### src/rtl/pkg_tpu.sv
// pkg_tpu: shared TPU lane types plus the write-back arbiter request entry
package pkg_tpu;
  localparam int DST_W = 5;
  localparam int DATA_W = 32;
  localparam int WB_NUM_REQ = 3;
  typedef struct packed {
    logic v;
    logic [DST_W-1:0] idx;
  } dst_t;
  typedef logic [DATA_W-1:0] data_t;
  typedef struct packed {
    dst_t index;
    data_t data;
  } wb_req_t;
endpackage

### src/rtl/wb_bypass_arbiter_fifo.sv
// wb_req_fifo: per-pipe request queue; ready/valid come from the registered count only
module wb_req_fifo
  import pkg_tpu::*;
#(
  parameter int DEPTH = 2
) (
  input  logic    clock,
  input  logic    reset,
  input  logic    i_push,
  input  logic    i_pop,
  input  wb_req_t i_entry,
  output logic    o_ready,
  output logic    o_valid,
  output wb_req_t o_head
);
  localparam int PW = $clog2(DEPTH);
  localparam int CW = $clog2(DEPTH + 1);
  logic [PW-1:0] r_wr, r_rd;
  logic [CW-1:0] r_count;
  wb_req_t r_mem [DEPTH];
  always_ff @(posedge clock) begin
    if (reset) begin
      r_wr <= '0;
      r_rd <= '0;
      r_count <= '0;
    end else begin
      if (i_push) begin
        r_mem[r_wr] <= i_entry;
        r_wr <= r_wr + 1'b1;
      end
      if (i_pop) r_rd <= r_rd + 1'b1;
      r_count <= r_count + CW'(i_push) - CW'(i_pop);
    end
  end
  assign o_ready = r_count != CW'(DEPTH);
  assign o_valid = r_count != '0;
  assign o_head = r_mem[r_rd];
  a_no_wrap: assert property (@(posedge clock) disable iff (reset)
    !(i_push && !o_ready) && !(i_pop && !o_valid));
endmodule

### src/rtl/wb_bypass_arbiter.sv
// wb_bypass_arbiter: round-robin drain of per-pipe FIFOs into one registered write-back port
module wb_bypass_arbiter
  import pkg_tpu::*;
#(
  parameter int NUM_REQ = WB_NUM_REQ,
  parameter int DEPTH = 2
) (
  input  logic               clock,
  input  logic               reset,
  input  logic               I_Stall,
  input  logic               I_Buff_Full,
  input  dst_t               I_Req_Index [NUM_REQ],
  input  data_t              I_Req_Data [NUM_REQ],
  output logic [NUM_REQ-1:0] O_Req_Ready,
  output dst_t               O_WB_Index,
  output data_t              O_WB_Data,
  output logic [NUM_REQ-1:0] O_Grant,
  output logic               O_Busy
);
  localparam int PW = $clog2(NUM_REQ);
  logic [NUM_REQ-1:0] w_elig;
  wb_req_t w_head [NUM_REQ];
  wb_req_t w_entry [NUM_REQ];
  logic [PW-1:0] r_ptr, w_sel;
  logic w_found;
  dst_t r_wb_index;
  data_t r_wb_data;
  for (genvar i = 0; i < NUM_REQ; i++) begin : g_fifo
    assign w_entry[i] = '{index: I_Req_Index[i], data: I_Req_Data[i]};
    wb_req_fifo #(.DEPTH(DEPTH)) u_fifo (
      .clock   (clock),
      .reset   (reset),
      .i_push  (I_Req_Index[i].v & O_Req_Ready[i]),
      .i_pop   (O_Grant[i]),
      .i_entry (w_entry[i]),
      .o_ready (O_Req_Ready[i]),
      .o_valid (w_elig[i]),
      .o_head  (w_head[i])
    );
  end
  // first eligible pipe at or after the RR pointer, wrapping
  always_comb begin
    O_Grant = '0;
    w_sel = '0;
    w_found = 1'b0;
    for (int k = 0; k < NUM_REQ; k++) begin
      if (!w_found && !I_Stall && !I_Buff_Full && w_elig[(int'(r_ptr) + k) % NUM_REQ]) begin
        O_Grant[(int'(r_ptr) + k) % NUM_REQ] = 1'b1;
        w_sel = PW'((int'(r_ptr) + k) % NUM_REQ);
        w_found = 1'b1;
      end
    end
  end
  always_ff @(posedge clock) begin
    if (reset) begin
      r_ptr <= '0;
      r_wb_index <= '0;
      r_wb_data <= '0;
    end else if (w_found) begin
      r_ptr <= w_sel == PW'(NUM_REQ - 1) ? '0 : w_sel + 1'b1;
      r_wb_index <= w_head[w_sel].index;
      r_wb_data <= w_head[w_sel].data;
    end else begin
      r_wb_index.v <= 1'b0;
    end
  end
  assign O_WB_Index = r_wb_index;
  assign O_WB_Data = r_wb_data;
  assign O_Busy = |w_elig | r_wb_index.v;
endmodule

### config.mk
export PLATFORM = sky130hd
export DESIGN_NAME = wb_bypass_arbiter
export DESIGN_NICKNAME = d
export VERILOG_FILES = /design/src/rtl/pkg_tpu.sv /design/src/rtl/wb_bypass_arbiter_fifo.sv /design/src/rtl/wb_bypass_arbiter.sv
export SDC_FILE = /design/constraint.sdc
export NUM_CORES = 1
export LEC_CHECK = 0
export CORE_AREA = 2 2 157 159
export CTS_CLUSTER_SIZE = 8
export DETAILED_ROUTE_END_ITERATION = 10
export DIE_AREA = 0 0 159 161
export PLACE_DENSITY = 0.84
export SLEW_MARGIN = 5
export SYNTH_ARGS = -nofsm -noshare
export SYNTH_HDL_FRONTEND = slang
export SYNTH_HIERARCHICAL = 1
export SYNTH_SLANG_ARGS = --single-unit
### constraint.sdc
create_clock -name clock -period 6.9 [get_ports clock]
set_input_delay 1.38 -clock clock [delete_from_list [all_inputs] [get_ports clock]]
set_output_delay 1.38 -clock clock [all_outputs]
set_load 0.05 [all_outputs]
# Word-level counts from Yosys, hierarchy flattened
# Memories as Yosys holds them, arrays and structs flattened. A register that Yosys moved wholly into a read port is not among the register bits.
# Cells that the tools add are included.
[op_classes]
n_div = 3
bitwise_logic = 8
reduce_logical = 20
add_sub_neg = 15
n_lt_le_gt_ge = 7
n_mux = 43
n_eq_ne = 4
[op_table]
columns = ["operator", "count"]
rows = [
  ["$ge A32 B1 Y1 const B", 3],
  ["$lt A32 B4 Y1 const B", 3],
  ["$bmux W38 S2", 1],
  ["$mux W38", 2],
  ["$mod A32 B3 Y32 const B", 2],
  ["$mod A3 B3 Y32 const B", 1],
  ["$mux W1", 27],
  ["$logic_and A1 B1 Y1", 11],
  ["$mux W3", 3],
  ["$mux W2", 4],
  ["$add A1 B1 Y1 const B", 6],
  ["$add A2 B1 Y2", 3],
  ["$bmux W1 S2", 3],
  ["$demux W1 S2", 3],
  ["$ne A2 B2 Y1 const B", 3],
  ["$or A3 B3 Y3", 2],
  ["$reduce_bool A2 Y1", 3],
  ["$sub A2 B1 Y2", 3],
  ["$logic_not A1 Y1", 4],
  ["$add A2 B1 Y3 const B", 1],
  ["$add A2 B2 Y3 const B", 1],
  ["$and A1 B1 Y1", 3],
  ["$ge A3 B3 Y1 const B", 1],
  ["$not A2 Y3", 1],
  ["6 further kinds", 6],
]
[totals]
memories = 3
ram_bits = 228
ff_bits = 52
word_cells = 116
[mem_list]
columns = ["name", "words", "word_bits", "read_ports", "rd_clocked_by_memory_dff", "wr", "line", "rtl"]
rows = [
  ["g_fifo[0].u_fifo.r_mem", 2, 38, 1, 1, 1, "wb_bypass_arbiter_fifo.sv:20", "wb_req_t r_mem [DEPTH];"],
  ["g_fifo[1].u_fifo.r_mem", 2, 38, 1, 1, 1, "wb_bypass_arbiter_fifo.sv:20", ""],
  ["g_fifo[2].u_fifo.r_mem", 2, 38, 1, 1, 1, "wb_bypass_arbiter_fifo.sv:20", ""],
]

# Logic depth before layout (Yosys ltp)
# Gate-level depths: netlist (run 1).
[logic_depth]
ltp_word = 20
depth_mapped = 13
depth_no_buf = 12

# Modules after synthesis
# Netlist (run 1), hierarchy kept.
[modules_own_cells]
columns = ["module", "seq_area_each_um2", "area_per_inst_um2", "instances", "cells_each"]
rows = [
  ["wb_req_fifo", 2382.3, 3044.2, 3, 139],
  ["wb_bypass_arbiter", 800.8, 2673.8, 1, 271],
]

# Worst setup path after synthesis (run 1)
# OpenSTA, ideal clock, no wires.
[synth_path]
path_type = "input to register"
from = "input I_Req_Index[17] (netlist name)"
to = "memory g_fifo[0].u_fifo/r_mem[0][0] (netlist name) (enable)"
stages = 2
arrival_ps = 4407
setup_slack_ps = 2005
path_buffers = 0
t_required_ps = 6411
setup_ps = 489
cell_sequence = "and2_1 -> nor3b_1"
[synth_via]
elab_chain_cells = 4
[synth_rtl]
columns = ["element", "line", "rtl"]
rows = [
  ["from (decl)", "wb_bypass_arbiter.sv:12", "input dst_t I_Req_Index [NUM_REQ],"],
  ["$and A1 B1 Y1", "wb_bypass_arbiter.sv:33", ".i_push (I_Req_Index[i].v & O_Req_Ready[i]),"],
  ["$mux W1", "wb_bypass_arbiter_fifo.sv:27", "if (i_push) begin"],
  ["$mux W1", "wb_bypass_arbiter_fifo.sv:22", "if (reset) begin"],
  ["$mux W1 (implied by the code)", "wb_bypass_arbiter_fifo.sv:28", "r_mem[r_wr] <= i_entry;"],
  ["to (decl)", "wb_bypass_arbiter_fifo.sv:20", ""],
]
# Every way passes these cells.

# Worst setup path in the final report (run 1)
[layout_path]
from = "input I_Buff_Full"
to = "output O_Grant[0]"
[layout_via]
elab_chain_cells = 14
word_cells_on_any_way = 18
[layout_rtl]
columns = ["element", "line", "rtl"]
rows = [
  ["from (decl)", "wb_bypass_arbiter.sv:11", "input logic I_Buff_Full,"],
  ["$logic_not A1 Y1 (*)", "wb_bypass_arbiter.sv:47", "if (!w_found && !I_Stall && !I_Buff_Full && w_elig[(int'(r_ptr) + k) % NUM_REQ]) begin"],
  ["$logic_and A1 B1 Y1 (2 in series)", "wb_bypass_arbiter.sv:47", ""],
  ["$mux W1", "wb_bypass_arbiter.sv:47", ""],
  ["$logic_not A1 Y1", "wb_bypass_arbiter.sv:47", ""],
  ["$logic_and A1 B1 Y1 (3 in series)", "wb_bypass_arbiter.sv:47", ""],
  ["$mux W1", "wb_bypass_arbiter.sv:47", ""],
  ["$logic_not A1 Y1", "wb_bypass_arbiter.sv:47", ""],
  ["$logic_and A1 B1 Y1 (3 in series)", "wb_bypass_arbiter.sv:47", ""],
  ["$mux W3 (*)", "wb_bypass_arbiter.sv:47", ""],
  ["to (decl)", "wb_bypass_arbiter.sv:17", "output logic [NUM_REQ-1:0] O_Grant,"],
]
# Mark *: on every way between the ends. The rest lies on a longest branch, timed or not.

==> out/summary.txt, run 1 <==
CLOCKING
--------------------------------------------------------------------------------------------------------
CTS Root Cell .............................................................................    clkbuf_16
CTS Hold Bufs .............................................................................            0
TritonCTS clock tree ......................................................................        built
CTS Sinks .................................................................................          283
Post-cts sizing count .....................................................................            0
Number of buffers created by CTS ..........................................................           41
Number of H-tree levels ...................................................................            2
Worst-skew pair later-pin latency .........................................................      0.51 ns
Setup bufs post-CTS .......................................................................            0
Post-CTS clock slew at the launch and capture registers of the worst setup and hold paths .      0.05 ns
Deepest clock path buffer count ...........................................................            3

GLOBAL ROUTING
--------------------------------------------------------------------------------------------------------
Remaining global-route overflow ...........................................................            0
First-pass GRT wire length ................................................................     38900 um
Maximum number of pins on one net before global-route repair ..............................           64
Number of global-route vias before repair .................................................         7007
Antenna violations before repair ..........................................................            1
GR Util All Layers ........................................................................        19.8%

PLACED DESIGN
--------------------------------------------------------------------------------------------------------
HPWL Detailed .............................................................................     15200 um
Gp weighted congestion ....................................................................        0.788
Placed insts ..............................................................................         1155
Count of port buffers added during placement ..............................................          162
Placed Area ...............................................................................   13700 um^2

TIMING
--------------------------------------------------------------------------------------------------------
Total negative slack for setup checks .....................................................         0 ns
Portion of the clock cycle consumed by the worst path in the final layout .................        75.9%
Transition time at the pin with the least slew margin .....................................      1.15 ns
Setup repair after global routing missed its margin .......................................        false
Final min period ..........................................................................      5.24 ns
Final-report hold violation count .........................................................            0
Slew headroom .............................................................................        23.5%
Count of pins over their slew limit .......................................................            0
Worst clock skew ..........................................................................    0.0170 ns
Timing-limited maximum frequency ..........................................................      191 MHz
Final setup viols .........................................................................            0

SYNTH
--------------------------------------------------------------------------------------------------------
Most instantiated flip-flop cell in the synthesis netlist .................................     edfxtp_1
Area contributors post-synth .............................................................. edfxtp_1 58%, dfxtp_1 9.3%, mux2_4 7.8%
FF+latch count, synth .....................................................................          283
Number of enable-type register cells in the synthesized netlist ...........................          228
Ys Warns ..................................................................................            6
Share of flip-flops with an asynchronous set or reset after synthesis .....................           0%
Sequential element share of the synthesized area ..........................................        67.3%
Cell variety after synth ..................................................................           41
Syn Inst Count ............................................................................          688
Top post-synthesis cells by count ......................................................... 228 x edfxtp_1, 61 x mux2_4, 55 x dfxtp_1, 55 x mux2_2, 48 x inv_1
Fraction of the mapped netlist area in simple logic gates .................................        4.87%
Mux contribution to synthesized area ......................................................        16.5%
Compound-gate portion of the synthesized area .............................................        5.78%
Area of the mapped netlist ................................................................   11800 um^2
Net count after synthesis .................................................................          816
Adder-Cell Fraction of Synth Area .........................................................        1.06%
Share of the synthesized area in the top cell type ........................................        58.0%
Main combinational cell family by area after synthesis .................................... multiplexers
Cell type with the largest total area after synthesis .....................................     edfxtp_1
Parity-gate share of the synthesized area counting xor and xnor cells .....................        1.02%
Synthesized area per cell .................................................................    17.2 um^2
Most numerous cell in the Yosys netlist ...................................................     edfxtp_1

FLOORPLAN
--------------------------------------------------------------------------------------------------------
Area enclosed by the die boundary .........................................................   25600 um^2
Core footprint ............................................................................   24000 um^2
I/O pin count .............................................................................          163
Height of the chip ........................................................................       161 um
FP Rows ...................................................................................           57
Die X-Extent ..............................................................................       159 um
Initial cell density of the core ..........................................................        49.3%

SETUP PATH
--------------------------------------------------------------------------------------------------------
Highest cell delay on the worst timing path ...............................................      0.84 ns
Kind of start point of the critical path ..................................................    input pin
Crit-path most repeated cell .............................................................. clkdlybuf4s50_1
Worst endpoint required time ..............................................................      5.52 ns
Cell with the biggest individual delay on the critical path ............................... clkdlybuf4s50_1
Worst-case register-to-register setup slack ...............................................      3.48 ns
Reg-to-reg startpoint .....................................................................     r_ptr[1]
Setup crit end kind .......................................................................   output pin
Critical Setup Path Class ................................................................. input pin to output pin
Cell chain of the critical path ........................................................... clkdlybuf4s50_1 -> nor2_2 -> o21ai_0 -> a21oi_1 -> a32o_1 -> clkdlybuf4s50_1
Critical path arrival .....................................................................      3.86 ns
Reg-to-reg endpoint ....................................................................... O_WB_Data[0]
CP Max Fanout .............................................................................            8
Worst Reg2Reg Path Length in Cells ........................................................            9

ROUTE
--------------------------------------------------------------------------------------------------------
Antenna violation net count after detailed routing ........................................            0
First drt pass iteration count ............................................................            5
Total wire length after detailed routing ..................................................     25500 um
Routed via count ..........................................................................         6568
Via-to-Cell Ratio .........................................................................         5.33
Avg WL per Cell ...........................................................................      20.7 um
Residual DRC ..............................................................................            0
DRC marker count from the first detailed-route iteration ..................................          414

POWER AND IR DROP
--------------------------------------------------------------------------------------------------------
Static Leak ...............................................................................      5.49 nW
Power per unit of standard cell area ......................................................  389 nW/um^2
Total power ...............................................................................      5.81 mW
Maximum vdd ir drop .......................................................................     0.262 mV

FINAL LAYOUT
--------------------------------------------------------------------------------------------------------
Number of standard cells in the final layout excluding fillers ............................         1232
Final design utilization ..................................................................        62.4%
Final std cell area, no fill ..............................................................   14900 um^2
Post-layout net count .....................................................................         1002
Share of final-layout standard cells stronger than drive strength 1 .......................        24.9%
Final-layout fill cell count ..............................................................         1748
Area growth from synthesis to final layout ................................................        26.6%

WORST HOLD PATH
--------------------------------------------------------------------------------------------------------
Worst hold path cell count ................................................................            2
Destination of the worst hold path ........................................................     r_ptr[1]
Min-Delay Startpoint ......................................................................     r_ptr[1]
Worst hold path type ...................................................................... flop to flop

FLOW RUN
--------------------------------------------------------------------------------------------------------
Max-capacitance violation count ...........................................................            0

OUTCOME
--------------------------------------------------------------------------------------------------------
Result of the run .........................................................................    completed

sequential cells by signal, summed over array words and instances, names as in the netlist, named ones only:
name / count
g_fifo.u_fifo/r_mem: 228
g_fifo.u_fifo/r_rd: 3
r_ptr: 2
O_WB_Data: 32
g_fifo.u_fifo/r_count: 6
O_WB_Index: 6
g_fifo.u_fifo/r_wr: 3
cell usage in the layout (no fill, tap or decap), types with 2 or more instances in the layout:
cell type and n:
dfxtp_2 3, buf_4 13, clkbuf_1 31, and2_1 4
nand2_1 9, clkdlybuf4s50_1 161, mux2i_1 41, dfxtp_1 52
a2111oi_0 2, mux2_2 55, o221ai_2 30, xnor2_1 6
and3b_2 3, nor3b_2 3, nand3_1 2, nor2b_1 5
a21oi_1 6, nor2_1 17, o21ai_0 4, ha_1 10
xnor3_1 3, inv_1 48, edfxtp_1 228, nand3b_1 38
or2_2 3, clkbuf_16 43, mux2_4 61, o221ai_1 7
layout make-up:
class | instances | area, um^2 | area share (%)
Inverter | 48 | 180 | 1.21
Clock inverter | 2 | 15.0 | 0.100
Tap cell | 324 | 405 | 2.71
Antenna cell | 1 | 2.50 | 0.0167
Clock buffer | 74 | 1190 | 7.98
Sequential cell | 283 | 7950 | 53.2
Timing Repair Buffer | 175 | 1710 | 11.5
Multi-Input combinational cell | 325 | 3490 | 23.3
layer usage:
| metal | share of wire [%] | vias up | global-route usage [%] | wire length [um] |
|---|---|---|---|---|
| met5 | 0 | - | 0 | 0 |
| met4 | 1.8 | 0 | 5.95 | 467 |
| met3 | 5.2 | 41 | 3.62 | 1320 |
| met2 | 52 | 232 | 36.0 | 13200 |
| met1 | 41 | 3283 | 24.1 | 10500 |
| li1 | - | 3012 | - | - |
critical path, delay by kind of cell:
kind,cells,cell delay [ns]
buffers and inverters,2,1.25
AND/OR/NAND/NOR,1,0.41
AO/OA/AOI/OAI,3,0.82
worst max path at each step:
stage	startpoint	to	slack, ns	cells past startpoint
4_1_cts	I_Buff_Full	O_Grant[0]	1.67	6
3_3_place_gp	I_Buff_Full	O_Grant[0]	1.83	6
3_5_place_dp	I_Buff_Full	O_Grant[0]	1.69	6
6_report	I_Buff_Full	O_Grant[0]	1.66	6
2_1_floorplan	I_Req_Index[17]	g_fifo[0].u_fifo/r_mem[0][0]	2.00	2
5_1_grt	I_Buff_Full	O_Grant[0]	1.57	6
cells by family after synthesis:
kind of cell               after synthesis
and+or+nand+nor                         91
AOI/OAI and AO/OA                       58
adders and majority gates               10
DFF                                    283
xor gates and xnor gates                 9
buffers and inverters                   80
muxes                                  157
stage by stage:
| stage | setup slack (ns) | hold WS, ns |
|---|---|---|
| after detailed placement | 1.69 | 0.491 |
| after floorplan | 2.00 | 0.469 |
| final | 1.66 | 0.495 |
| after global routing | 1.57 | 0.526 |
| after global placement | 1.83 | 0.485 |
| after CTS | 1.67 | 0.498 |
where the power goes:
part           switching [mW]  leakage [nW]  internal, mW  total [mW]
clock                   0.679         0.576          1.16        1.84
sequential              0.104          2.54          2.11        2.21
combinational            1.04          2.37         0.723        1.77
total                    1.83          5.49          3.98        5.81
Note: power is estimated with default switching activity, not from simulation.
==> run 2: changes to the inputs <==
Clock period 6.9 ns to 5 ns, I/O delays scaled along.
==> run 2 against run 1 <==
Compared with the run above:
- count of clock-buffer cells in the layout is 3 lower
- final area hardly changed
- clock skew is 0.0036 ns higher
- sequential share of layout area hardly changed
- final cell count stayed put
- combinational power is 37% higher
- core utilization is 0.052 points lower
- non-clock buffer count is 1 higher
- via count is 0.90% lower
- register-to-register slack worse by 2.1 ns
- critical endpoint unchanged
- routed wire length is 0.59% higher
==> out/summary.txt, run 2 (synthesized netlist as in run 1, its figures left out) <==
FLOORPLAN
--------------------------------------------------------------------------------------------------------
Initial cell density of the core ..........................................................        49.3%
Die X-Extent ..............................................................................       159 um
FP Rows ...................................................................................           57
I/O pin count .............................................................................          163
Core footprint ............................................................................   24000 um^2
Area enclosed by the die boundary .........................................................   25600 um^2
Height of the chip ........................................................................       161 um

CLOCKING
--------------------------------------------------------------------------------------------------------
TritonCTS clock tree ......................................................................        built
Post-cts sizing count .....................................................................            0
Worst-skew pair later-pin latency .........................................................      0.51 ns
CTS Sinks .................................................................................          283
Deepest clock path buffer count ...........................................................            3
CTS Hold Bufs .............................................................................            0
Post-CTS clock slew at the launch and capture registers of the worst setup and hold paths .      0.05 ns
Number of H-tree levels ...................................................................            2
Number of buffers created by CTS ..........................................................           41
Setup bufs post-CTS .......................................................................            0
CTS Root Cell .............................................................................    clkbuf_16

ROUTE
--------------------------------------------------------------------------------------------------------
First drt pass iteration count ............................................................            5
Routed via count ..........................................................................         6509
Antenna violation net count after detailed routing ........................................            0
DRC marker count from the first detailed-route iteration ..................................          412
Via-to-Cell Ratio .........................................................................         5.28
Avg WL per Cell ...........................................................................      20.8 um
Total wire length after detailed routing ..................................................     25700 um
Residual DRC ..............................................................................            0

GLOBAL ROUTING
--------------------------------------------------------------------------------------------------------
Antenna violations before repair ..........................................................            3
First-pass GRT wire length ................................................................     39100 um
Maximum number of pins on one net before global-route repair ..............................           42
Number of global-route vias before repair .................................................         7136
Remaining global-route overflow ...........................................................            0
GR Util All Layers ........................................................................        19.9%

PLACED DESIGN
--------------------------------------------------------------------------------------------------------
Gp weighted congestion ....................................................................        0.806
HPWL Detailed .............................................................................     15600 um
Count of port buffers added during placement ..............................................          162
Worst setup slack before clock tree synthesis .............................................     0.618 ns

SETUP PATH
--------------------------------------------------------------------------------------------------------
Critical path arrival .....................................................................      3.39 ns
Cell with the biggest individual delay on the critical path ............................... clkdlybuf4s50_1
Highest cell delay on the worst timing path ...............................................      0.84 ns
Cell chain of the critical path ........................................................... clkdlybuf4s50_1 -> nor2_2 -> o21ai_0 -> a21oi_1 -> a32o_1 -> clkdlybuf4s50_1
Critical Setup Path Class ................................................................. input pin to output pin
Crit-path most repeated cell .............................................................. clkdlybuf4s50_1
Worst endpoint required time ..............................................................      4.00 ns
Setup crit end kind .......................................................................   output pin
CP Max Fanout .............................................................................            8
Kind of start point of the critical path ..................................................    input pin
Worst Reg2Reg Path Length in Cells ........................................................            9

WORST HOLD PATH
--------------------------------------------------------------------------------------------------------
Worst hold path cell count ................................................................            2
Worst hold path type ...................................................................... flop to flop

FINAL LAYOUT
--------------------------------------------------------------------------------------------------------
Commonest non-fill, non-tap cell in the layout ............................................     edfxtp_1
Register bank with the most flops ......................................................... g_fifo.u_fifo/r_mem
Most used cells in the layout excluding fill and tap cells ................................ 228 x edfxtp_1, 161 x clkdlybuf4s50_1, 61 x mux2_4
Flip-flop count of the largest register after layout ......................................          228
Area growth from synthesis to final layout ................................................        26.5%
Share of final-layout standard cells stronger than drive strength 1 .......................        25.0%
Post-layout net count .....................................................................         1003

TIMING
--------------------------------------------------------------------------------------------------------
Transition time at the pin with the least slew margin .....................................      1.12 ns
Total negative slack for setup checks .....................................................         0 ns
Slew headroom .............................................................................        25.6%
Portion of the clock cycle consumed by the worst path in the final layout .................        87.8%
Worst hold-check slack ....................................................................     0.506 ns
Final setup viols .........................................................................            0
Worst clock skew ..........................................................................    0.0206 ns
Count of pins over their slew limit .......................................................            0
Final worst setup slack ...................................................................     0.612 ns
Setup repair after global routing missed its margin .......................................        false
Timing-limited maximum frequency ..........................................................      228 MHz
Final-report hold violation count .........................................................            0
Final min period ..........................................................................      4.39 ns

OUTCOME
--------------------------------------------------------------------------------------------------------
Result of the run .........................................................................    completed

POWER AND IR DROP
--------------------------------------------------------------------------------------------------------
Internal Pwr Total ........................................................................      5.46 mW
Combinational Power Share .................................................................        30.4%
Switch share ..............................................................................        31.6%
Static Leak ...............................................................................      5.48 nW
Reported net switching power ..............................................................      2.52 mW
Maximum vdd ir drop .......................................................................     0.383 mV
Proportion of power drawn by the clock network ............................................        31.3%
Power per unit of standard cell area ......................................................  535 nW/um^2
Sequential group share of total power .....................................................        38.3%

FLOW RUN
--------------------------------------------------------------------------------------------------------
Max-capacitance violation count ...........................................................            0

==> run 2: final cells by class <==
cell class              instances  area [um^2]
well taps                     324          405
clock inverters                 2         22.5
repair buffers                176         1720
clock buffers                  71         1160
fillers                      1769         9030
inverters                      48          180
flip-flops and latches        283         7950
diodes                          3         7.51
multi-input cells             325         3490
==> run 2: final timing paths <==
path / start / end / slack, ns
setup / recovery: I_Buff_Full / O_Grant[0] / 0.61
setup reg to reg: r_ptr[1] / O_WB_Index[2] / 1.34
hold reg to reg: r_ptr[1] / r_ptr[1] / 0.51
hold / removal: r_ptr[1] / r_ptr[1] / 0.51
==> run 2: power groups by stage <==
stage	Clock, mW	Sequential [mW]	Combinational [mW]
final	2.50	3.05	2.43
after global routing	2.65	3.08	2.58
after CTS	2.54	3.05	2.45
after detailed placement	0	3.09	2.43
after global placement	0	3.08	2.37
after floorplan	0	3.45	1.36
==> run 2: metrics by stage <==
step | area [um^2] | total power, mW | instances | utilization (%)
5_1_grt | 14900 | 8.31 | 1231 | 62.3
4_1_cts | 14900 | 8.04 | 1229 | 62.3
2_1_floorplan | 11800 | 4.82 | 688 | -
3_5_place_dp | 13700 | 5.52 | 1156 | 57.4
6_report | 14900 | 7.98 | 1232 | 62.3
3_3_place_gp | 13700 | 5.45 | 1156 | 57.4
==> run 2: layer usage <==
| layer | track usage (%) | vias up | wire length (um) |
|---|---|---|---|
| li1 | - | 3023 | - |
| met1 | 24.8 | 3199 | 10500 |
| met2 | 35.5 | 235 | 13000 |
| met3 | 3.70 | 52 | 1570 |
| met4 | 6.40 | 0 | 618 |
| met5 | 0 | - | 0 |
==> run 2: critical path, delay by kind of cell <==
family          cells  cell delay (ns)
buf+inv             2             1.27
compound gates      3             0.73
simple gates        1             0.39
